`src/rtl/bp_update_ctrl_if.sv`:
```
// Update-side bundle between EX branch resolution, bp_update_ctrl and the predictor tables.
// slave = controller view, master = driver/monitor view.
interface bp_update_ctrl_if #(
    parameter int PHT_INDEX_BITS = 10,
    parameter int BHT_INDEX_BITS = 3
);
    logic                      upd_valid_i;
    logic [BHT_INDEX_BITS-1:0] upd_bht_index_i;
    logic [PHT_INDEX_BITS-1:0] upd_pht_index_i;
    logic                      upd_actually_taken_i;
    logic                      upd_predict_result_i;
    logic                      upd_hold_i;
    logic                      flush_tables_i;

    logic                      pred_upd_en_o;
    logic [BHT_INDEX_BITS-1:0] pred_bht_index_o;
    logic [PHT_INDEX_BITS-1:0] pred_pht_index_o;
    logic                      pred_actually_taken_o;
    logic                      pred_predict_result_o;
    logic                      init_pht_we_o;
    logic                      init_bht_we_o;
    logic [PHT_INDEX_BITS-1:0] init_index_o;
    logic                      ready_o;
    logic                      fifo_full_o;
    logic [15:0]               stat_accept_cnt_o;
    logic [15:0]               stat_drop_cnt_o;

    modport slave (
        input  upd_valid_i, upd_bht_index_i, upd_pht_index_i, upd_actually_taken_i,
               upd_predict_result_i, upd_hold_i, flush_tables_i,
        output pred_upd_en_o, pred_bht_index_o, pred_pht_index_o, pred_actually_taken_o,
               pred_predict_result_o, init_pht_we_o, init_bht_we_o, init_index_o,
               ready_o, fifo_full_o, stat_accept_cnt_o, stat_drop_cnt_o
    );

    modport master (
        output upd_valid_i, upd_bht_index_i, upd_pht_index_i, upd_actually_taken_i,
               upd_predict_result_i, upd_hold_i, flush_tables_i,
        input  pred_upd_en_o, pred_bht_index_o, pred_pht_index_o, pred_actually_taken_o,
               pred_predict_result_o, init_pht_we_o, init_bht_we_o, init_index_o,
               ready_o, fifo_full_o, stat_accept_cnt_o, stat_drop_cnt_o
    );
endinterface

```
`src/rtl/bp_update_ctrl.sv`:
```
// Branch predictor write sequencer: table init sweep, then FIFO-buffered training updates (2-cycle min latency;
// upd_upd_hold_i stalls dequeue only, overflow drops). Optional saturating counters under BP_UPD_STATS_EN.
module bp_update_ctrl #(
    parameter int PHT_INDEX_BITS = 10,
    parameter int BHT_INDEX_BITS = 3,
    parameter int FIFO_DEPTH     = 4
) (
    input  logic clk,
    input  logic rst,
    bp_update_ctrl_if.slave bus
);
    localparam int PTR_W = $clog2(FIFO_DEPTH);
    localparam logic [PTR_W:0]            PTR_ONE   = 1;
    localparam logic [PHT_INDEX_BITS-1:0] INDEX_ONE = 1;

    typedef struct packed {
        logic [BHT_INDEX_BITS-1:0] bht;
        logic [PHT_INDEX_BITS-1:0] pht;
        logic                      taken;
        logic                      result;
    } upd_t;

    typedef enum logic {ST_INIT, ST_RUN} state_t;

    state_t                    r_state, w_state_nxt;
    logic [PHT_INDEX_BITS-1:0] r_index, w_index_nxt;
    logic                      w_init_pht_we, w_init_bht_we;

    upd_t                      r_fifo [FIFO_DEPTH];
    logic [PTR_W:0]            r_wr_ptr, r_rd_ptr;
    logic                      w_empty, w_full;
    logic                      w_run, w_flush, w_enq, w_deq;
    logic                      w_bht_in_range;
    upd_t                      w_in;

    logic                      r_pred_en;
    upd_t                      r_pred;

    assign w_empty = (r_wr_ptr == r_rd_ptr);
    assign w_full  = (r_wr_ptr[PTR_W] != r_rd_ptr[PTR_W]) &&
                     (r_wr_ptr[PTR_W-1:0] == r_rd_ptr[PTR_W-1:0]);

    assign w_run   = (r_state == ST_RUN);
    assign w_flush = w_run && bus.flush_tables_i;
    // A flush cycle neither issues nor accepts, so nothing leaks past the re-init.
    assign w_deq   = w_run && !bus.flush_tables_i && !w_empty && !bus.upd_hold_i;
    assign w_enq   = w_run && !bus.flush_tables_i && bus.upd_valid_i && (!w_full || w_deq);

    assign w_bht_in_range = ((r_index >> BHT_INDEX_BITS) == '0);

    assign w_in = '{bht:    bus.upd_bht_index_i,
                    pht:    bus.upd_pht_index_i,
                    taken:  bus.upd_actually_taken_i,
                    result: bus.upd_predict_result_i};

    always_comb begin
        w_state_nxt   = r_state;
        w_index_nxt   = r_index;
        w_init_pht_we = 1'b0;
        w_init_bht_we = 1'b0;
        case (r_state)
            ST_INIT: begin
                w_init_pht_we = 1'b1;
                w_init_bht_we = w_bht_in_range;
                if (r_index == '1) begin
                    w_state_nxt = ST_RUN;
                    w_index_nxt = '0;
                end else begin
                    w_index_nxt = r_index + INDEX_ONE;
                end
            end
            ST_RUN: begin
                if (bus.flush_tables_i) begin
                    w_state_nxt = ST_INIT;
                    w_index_nxt = '0;
                end
            end
            default: begin
                w_state_nxt = ST_INIT;
                w_index_nxt = '0;
            end
        endcase
    end

    always_ff @(posedge clk or posedge rst) begin
        if (rst) begin
            r_state   <= ST_INIT;
            r_index   <= '0;
            r_wr_ptr  <= '0;
            r_rd_ptr  <= '0;
            r_pred_en <= 1'b0;
            r_pred    <= '0;
        end else begin
            r_state   <= w_state_nxt;
            r_index   <= w_index_nxt;
            r_pred_en <= w_deq;
            if (w_deq) begin
                r_pred <= r_fifo[r_rd_ptr[PTR_W-1:0]];
            end
            if (w_flush) begin
                r_wr_ptr <= '0;
                r_rd_ptr <= '0;
            end else begin
                if (w_enq) r_wr_ptr <= r_wr_ptr + PTR_ONE;
                if (w_deq) r_rd_ptr <= r_rd_ptr + PTR_ONE;
            end
        end
    end

    // Storage needs no reset: occupancy is defined purely by the pointers.
    always_ff @(posedge clk) begin
        if (w_enq) begin
            r_fifo[r_wr_ptr[PTR_W-1:0]] <= w_in;
        end
    end

    assign bus.pred_upd_en_o         = r_pred_en;
    assign bus.pred_bht_index_o      = r_pred.bht;
    assign bus.pred_pht_index_o      = r_pred.pht;
    assign bus.pred_actually_taken_o = r_pred.taken;
    assign bus.pred_predict_result_o = r_pred.result;
    assign bus.init_pht_we_o         = w_init_pht_we;
    assign bus.init_bht_we_o         = w_init_bht_we;
    assign bus.init_index_o          = r_index;
    assign bus.ready_o               = w_run;
    assign bus.fifo_full_o           = w_full;

`ifdef BP_UPD_STATS_EN
    logic        w_drop;
    logic [15:0] r_accept_cnt, r_drop_cnt;

    assign w_drop = bus.upd_valid_i && !w_enq;

    always_ff @(posedge clk or posedge rst) begin
        if (rst) begin
            r_accept_cnt <= '0;
            r_drop_cnt   <= '0;
        end else begin
            if (w_enq && (r_accept_cnt != 16'hFFFF)) r_accept_cnt <= r_accept_cnt + 16'd1;
            if (w_drop && (r_drop_cnt != 16'hFFFF))  r_drop_cnt   <= r_drop_cnt + 16'd1;
        end
    end

    assign bus.stat_accept_cnt_o = r_accept_cnt;
    assign bus.stat_drop_cnt_o   = r_drop_cnt;
`else
    assign bus.stat_accept_cnt_o = '0;
    assign bus.stat_drop_cnt_o   = '0;
`endif
endmodule

```
`src/flat_wrapper.sv`:
```
// flat-port wrapper written by rule: the top's interface ports become plain ports
module bp_update_ctrl_flat 
#(
    parameter int PHT_INDEX_BITS = 10,
    parameter int BHT_INDEX_BITS = 3,
    parameter int FIFO_DEPTH     = 4
)
  (clk, rst, bus_upd_valid_i, bus_upd_bht_index_i, bus_upd_pht_index_i, bus_upd_actually_taken_i, bus_upd_predict_result_i, bus_upd_hold_i, bus_flush_tables_i, bus_pred_upd_en_o, bus_pred_bht_index_o, bus_pred_pht_index_o, bus_pred_actually_taken_o, bus_pred_predict_result_o, bus_init_pht_we_o, bus_init_bht_we_o, bus_init_index_o, bus_ready_o, bus_fifo_full_o, bus_stat_accept_cnt_o, bus_stat_drop_cnt_o);
  bp_update_ctrl_if #(.PHT_INDEX_BITS(PHT_INDEX_BITS), .BHT_INDEX_BITS(BHT_INDEX_BITS)) bus_i ();
  input  logic clk;
  input  logic rst;
  input wire logic [$bits(bus_i.upd_valid_i)-1:0] bus_upd_valid_i;
  input wire logic [$bits(bus_i.upd_bht_index_i)-1:0] bus_upd_bht_index_i;
  input wire logic [$bits(bus_i.upd_pht_index_i)-1:0] bus_upd_pht_index_i;
  input wire logic [$bits(bus_i.upd_actually_taken_i)-1:0] bus_upd_actually_taken_i;
  input wire logic [$bits(bus_i.upd_predict_result_i)-1:0] bus_upd_predict_result_i;
  input wire logic [$bits(bus_i.upd_hold_i)-1:0] bus_upd_hold_i;
  input wire logic [$bits(bus_i.flush_tables_i)-1:0] bus_flush_tables_i;
  output wire logic [$bits(bus_i.pred_upd_en_o)-1:0] bus_pred_upd_en_o;
  output wire logic [$bits(bus_i.pred_bht_index_o)-1:0] bus_pred_bht_index_o;
  output wire logic [$bits(bus_i.pred_pht_index_o)-1:0] bus_pred_pht_index_o;
  output wire logic [$bits(bus_i.pred_actually_taken_o)-1:0] bus_pred_actually_taken_o;
  output wire logic [$bits(bus_i.pred_predict_result_o)-1:0] bus_pred_predict_result_o;
  output wire logic [$bits(bus_i.init_pht_we_o)-1:0] bus_init_pht_we_o;
  output wire logic [$bits(bus_i.init_bht_we_o)-1:0] bus_init_bht_we_o;
  output wire logic [$bits(bus_i.init_index_o)-1:0] bus_init_index_o;
  output wire logic [$bits(bus_i.ready_o)-1:0] bus_ready_o;
  output wire logic [$bits(bus_i.fifo_full_o)-1:0] bus_fifo_full_o;
  output wire logic [$bits(bus_i.stat_accept_cnt_o)-1:0] bus_stat_accept_cnt_o;
  output wire logic [$bits(bus_i.stat_drop_cnt_o)-1:0] bus_stat_drop_cnt_o;
  assign bus_i.upd_valid_i = bus_upd_valid_i;
  assign bus_i.upd_bht_index_i = bus_upd_bht_index_i;
  assign bus_i.upd_pht_index_i = bus_upd_pht_index_i;
  assign bus_i.upd_actually_taken_i = bus_upd_actually_taken_i;
  assign bus_i.upd_predict_result_i = bus_upd_predict_result_i;
  assign bus_i.upd_hold_i = bus_upd_hold_i;
  assign bus_i.flush_tables_i = bus_flush_tables_i;
  assign bus_pred_upd_en_o = bus_i.pred_upd_en_o;
  assign bus_pred_bht_index_o = bus_i.pred_bht_index_o;
  assign bus_pred_pht_index_o = bus_i.pred_pht_index_o;
  assign bus_pred_actually_taken_o = bus_i.pred_actually_taken_o;
  assign bus_pred_predict_result_o = bus_i.pred_predict_result_o;
  assign bus_init_pht_we_o = bus_i.init_pht_we_o;
  assign bus_init_bht_we_o = bus_i.init_bht_we_o;
  assign bus_init_index_o = bus_i.init_index_o;
  assign bus_ready_o = bus_i.ready_o;
  assign bus_fifo_full_o = bus_i.fifo_full_o;
  assign bus_stat_accept_cnt_o = bus_i.stat_accept_cnt_o;
  assign bus_stat_drop_cnt_o = bus_i.stat_drop_cnt_o;
  bp_update_ctrl #(.PHT_INDEX_BITS(PHT_INDEX_BITS), .BHT_INDEX_BITS(BHT_INDEX_BITS), .FIFO_DEPTH(FIFO_DEPTH)) u_core (.clk(clk), .rst(rst), .bus(bus_i));
endmodule
```
`config.mk`:
```
export PLATFORM = sky130hd
export DESIGN_NAME = bp_update_ctrl_flat
export DESIGN_NICKNAME = d
export VERILOG_FILES = /design/src/rtl/bp_update_ctrl_if.sv /design/src/rtl/bp_update_ctrl.sv /design/src/flat_wrapper.sv
export SDC_FILE = /design/constraint.sdc
export NUM_CORES = 1
export LEC_CHECK = 0
export ABC_AREA = 1
export BUFFER_PORTS_ARGS = -buffer_cell sky130_fd_sc_hd__buf_2
export CAP_MARGIN = 20
export CORE_ASPECT_RATIO = 0.9
export CORE_MARGIN = 2
export CORE_UTILIZATION = 47
export DETAILED_ROUTE_END_ITERATION = 8
export GPL_TIMING_DRIVEN = 0
export PLACE_DENSITY = 0.68
export SLEW_MARGIN = 20
export SYNTH_ARGS = -nofsm -noshare
export SYNTH_HDL_FRONTEND = slang
export SYNTH_SLANG_ARGS = --single-unit
```
`constraint.sdc`:
```
create_clock -name clk -period 5 [get_ports clk]
set_input_delay 0.5 -clock clk [delete_from_list [all_inputs] [get_ports clk]]
set_output_delay 0.5 -clock clk [all_outputs]
set_load 0.01 [all_outputs]
```
==> results.cfg <==
[floorplanning]
die_h_um = 93.0
initial_core_util = 0.483
die_w_um = 103
core_sq_um = 8570
die-area_sq_um = 9570
rows = 32
io_pins = 82

[setup_path]
critPathBufInv = 2
path_max_fanout = 15
crit_path_cell_trace = inv_2, nor2_4, inv_2, nor2_1, nand2_1, nor2_2
path_delay_family = simple AND/OR/NAND/NOR gates
cp-end-kind = flip-flop
max_stage_delay_ps = 760
worst_setup_path_start_kind = flip-flop
cpMostUsedCell = inv_2
worstSetupPathType = reg -> reg
critPathArrivalTime_ps = 2350
required_ps = 4980
cp_slowest_cell = nor2_2

[flow_run]
max-cap-violations = 0

[yosys]
synthCells = 397
synthArstFlopShare = 0.355
synth_top_area_cell = edfxtp_1
yosysWarnings = 0
syn_avg_cell_area_sq_um = 10.4
synth-edff-count = 60
synth_ff_type = edfxtp_1
synth_top_area_share = 0.435
synth.distinct_cells = 29
ys_seq_area_frac = 0.635
netlist_area_sq_um = 4140
yosys-top-cells-area = edfxtp_1, dfrtp_1, nand2_1
ys_ff_latch = 93

[detailed_routing]
routed_wl_mm = 8.45
wire_per_inst_um = 13.7
drc = 0
ant_nets = 0
viasPerCell = 4.71
firstDrtPassIters = 4
vias = 2899
drt_iter0_markers = 214

[clock_tree]
path_clk_slew_ps = 90
clkLatencyLatePin_ps = 350
cts_hold_buf = 0
numCtsBuffers = 9
cts_resized = 0
clockBufferDepth = 2
postCtsSetupRepairBufs = 0
h-tree-depth = 3
numClockSinks = 93
cts_tree = yes
cts-root-buf = clkbuf_8

[sta]
finalSetupViolations = 0
tns_ps = 0
min_period_ps = 2380
rsz0062_at_grt = false
fmax_mhz = 421
hold_viol = 0
worstMarginPinSlew_ps = 908
fin_crit_sh = 0.475
drv_slew = 0
maxSlewHeadroom = 0.394
clock_skew_ps = 10.2

[final_layout]
utilization = 0.572
nets = 517
mostFrequentLayoutCell = nand2_1
syn_to_final_growth_pct = 18.5
antennaDiodeCount = 0
drive_gt1_frac = 0.236
layout_common_cells = nand2_1, edfxtp_1, nor2_1

[grt]
grt_pass1_vias = 2685
grt_use_total = 0.185
antenna_found_initial = 0
grt_pass1_wl_mm = 13.2
grt_overflow_total = 0
grt_max_degree = 34

[place]
io_buffer_count = 49
dp_hpwl_mm = 5.82
globalplace.congestion = 0.855

[pwr]
powerDensity_nw_per_um2 = 341
leakage_nw = 2.29
ir_drop_mv = 0.173

[worst_hold_path]
min_path_type = in -> async

[run_status]
status = completed
## worst reg2reg max path: cells and delay by family, from the launching register on
kind | cells | cell delay, ps
and+or+nand+nor | 4 | 1410
buffers and inverters | 2 | 210
DFF | 1 | 390
## cell type report
class,instances,area [sq um]
Buffer,44,298
Clock buffer,10,128
Clock inverter,6,71.3
Fill cell,764,3660
Inverter,27,104
Multi-Input combinational cell,264,1240
Sequential cell,93,2630
Tap cell,119,149
Timing Repair Buffer,52,290
## state kept, by name, indices dropped and copies added, names as in the netlist
name	cells
u_core.bus.init_index_o	10
u_core.bus.pred_actually_taken_o	1
u_core.bus.pred_bht_index_o	3
u_core.bus.pred_pht_index_o	10
u_core.bus.pred_predict_result_o	1
u_core.bus.pred_upd_en_o	1
u_core.bus.ready_o	1
u_core.r_fifo	60
u_core.r_rd_ptr	3
u_core.r_wr_ptr	3
## kinds of logic after synthesis
family,after synthesis,share of synthesized area
flops,93,0.635
buf+inv,71,0.0970
other cells,1,0.000906
xor+xnor,5,0.0124
simple gates,164,0.166
compound gates,57,0.0710
fa+ha+maj,6,0.0181
## through the flow
step | hold WS (ps) | worst slack [ps] | std cells | total power (W) | cell area [sq um]
5_1_grt | 300 | 2420 | 615 | 0.00177 | 4900
4_1_cts | 278 | 2610 | 615 | 0.00168 | 4900
3_3_place_gp | 460 | 2090 | 596 | 0.00117 | 4650
2_1_floorplan | 514 | 2890 | 428 | 0.00109 | 4260
6_report | 265 | 2620 | 615 | 0.00167 | 4900
3_5_place_dp | 465 | 2460 | 599 | 0.00119 | 4700
## final timing paths
check	from	endpoint	slack [ps]	cells after the start
max reg2reg	u_core.bus.ready_o	u_core.r_fifo[2][2]	2620	6
min reg2reg	u_core.bus.pred_actually_taken_o	u_core.bus.pred_actually_taken_o	480	2
min	rst	u_core.bus.pred_bht_index_o[1]	270	2
min in group clk	bus_upd_predict_result_i	u_core.r_fifo[1][0]	350	1
max	u_core.bus.ready_o	u_core.r_fifo[2][2]	2620	6
max in group asynchronous	rst	u_core.bus.pred_actually_taken_o	4250	2
## synthesized netlist by cell type, types with 2 or more instances
master    number
buf_4         33
clkbuf_1       9
dfrtp_1       33
edfxtp_1      60
ha_1           6
inv_1         23
inv_2          3
nand2_1       82
nand3_1       12
nand4_1        8
nor2_1        55
nor2_4         2
o21ai_0       46
o21ai_1        7
xor2_1         4
## layer usage
layer | vias to the layer above | part of all wire | track usage
li1 | 1445 | - | -
met1 | 1350 | 0.45 | 0.257
met2 | 98 | 0.47 | 0.294
met3 | 6 | 0.063 | 0.0419
met4 | 0 | 0.0096 | 0.0482
met5 | - | 0 | 0
## power by group
group | total [W] | switching (W) | internal (W)
registers | 0.000908 | 0.0000485 | 0.000860
clock network | 0.000501 | 0.000265 | 0.000236
logic | 0.000264 | 0.000159 | 0.000105
total | 0.00167 | 0.000472 | 0.00120
(Power assumes the default switching activity.)
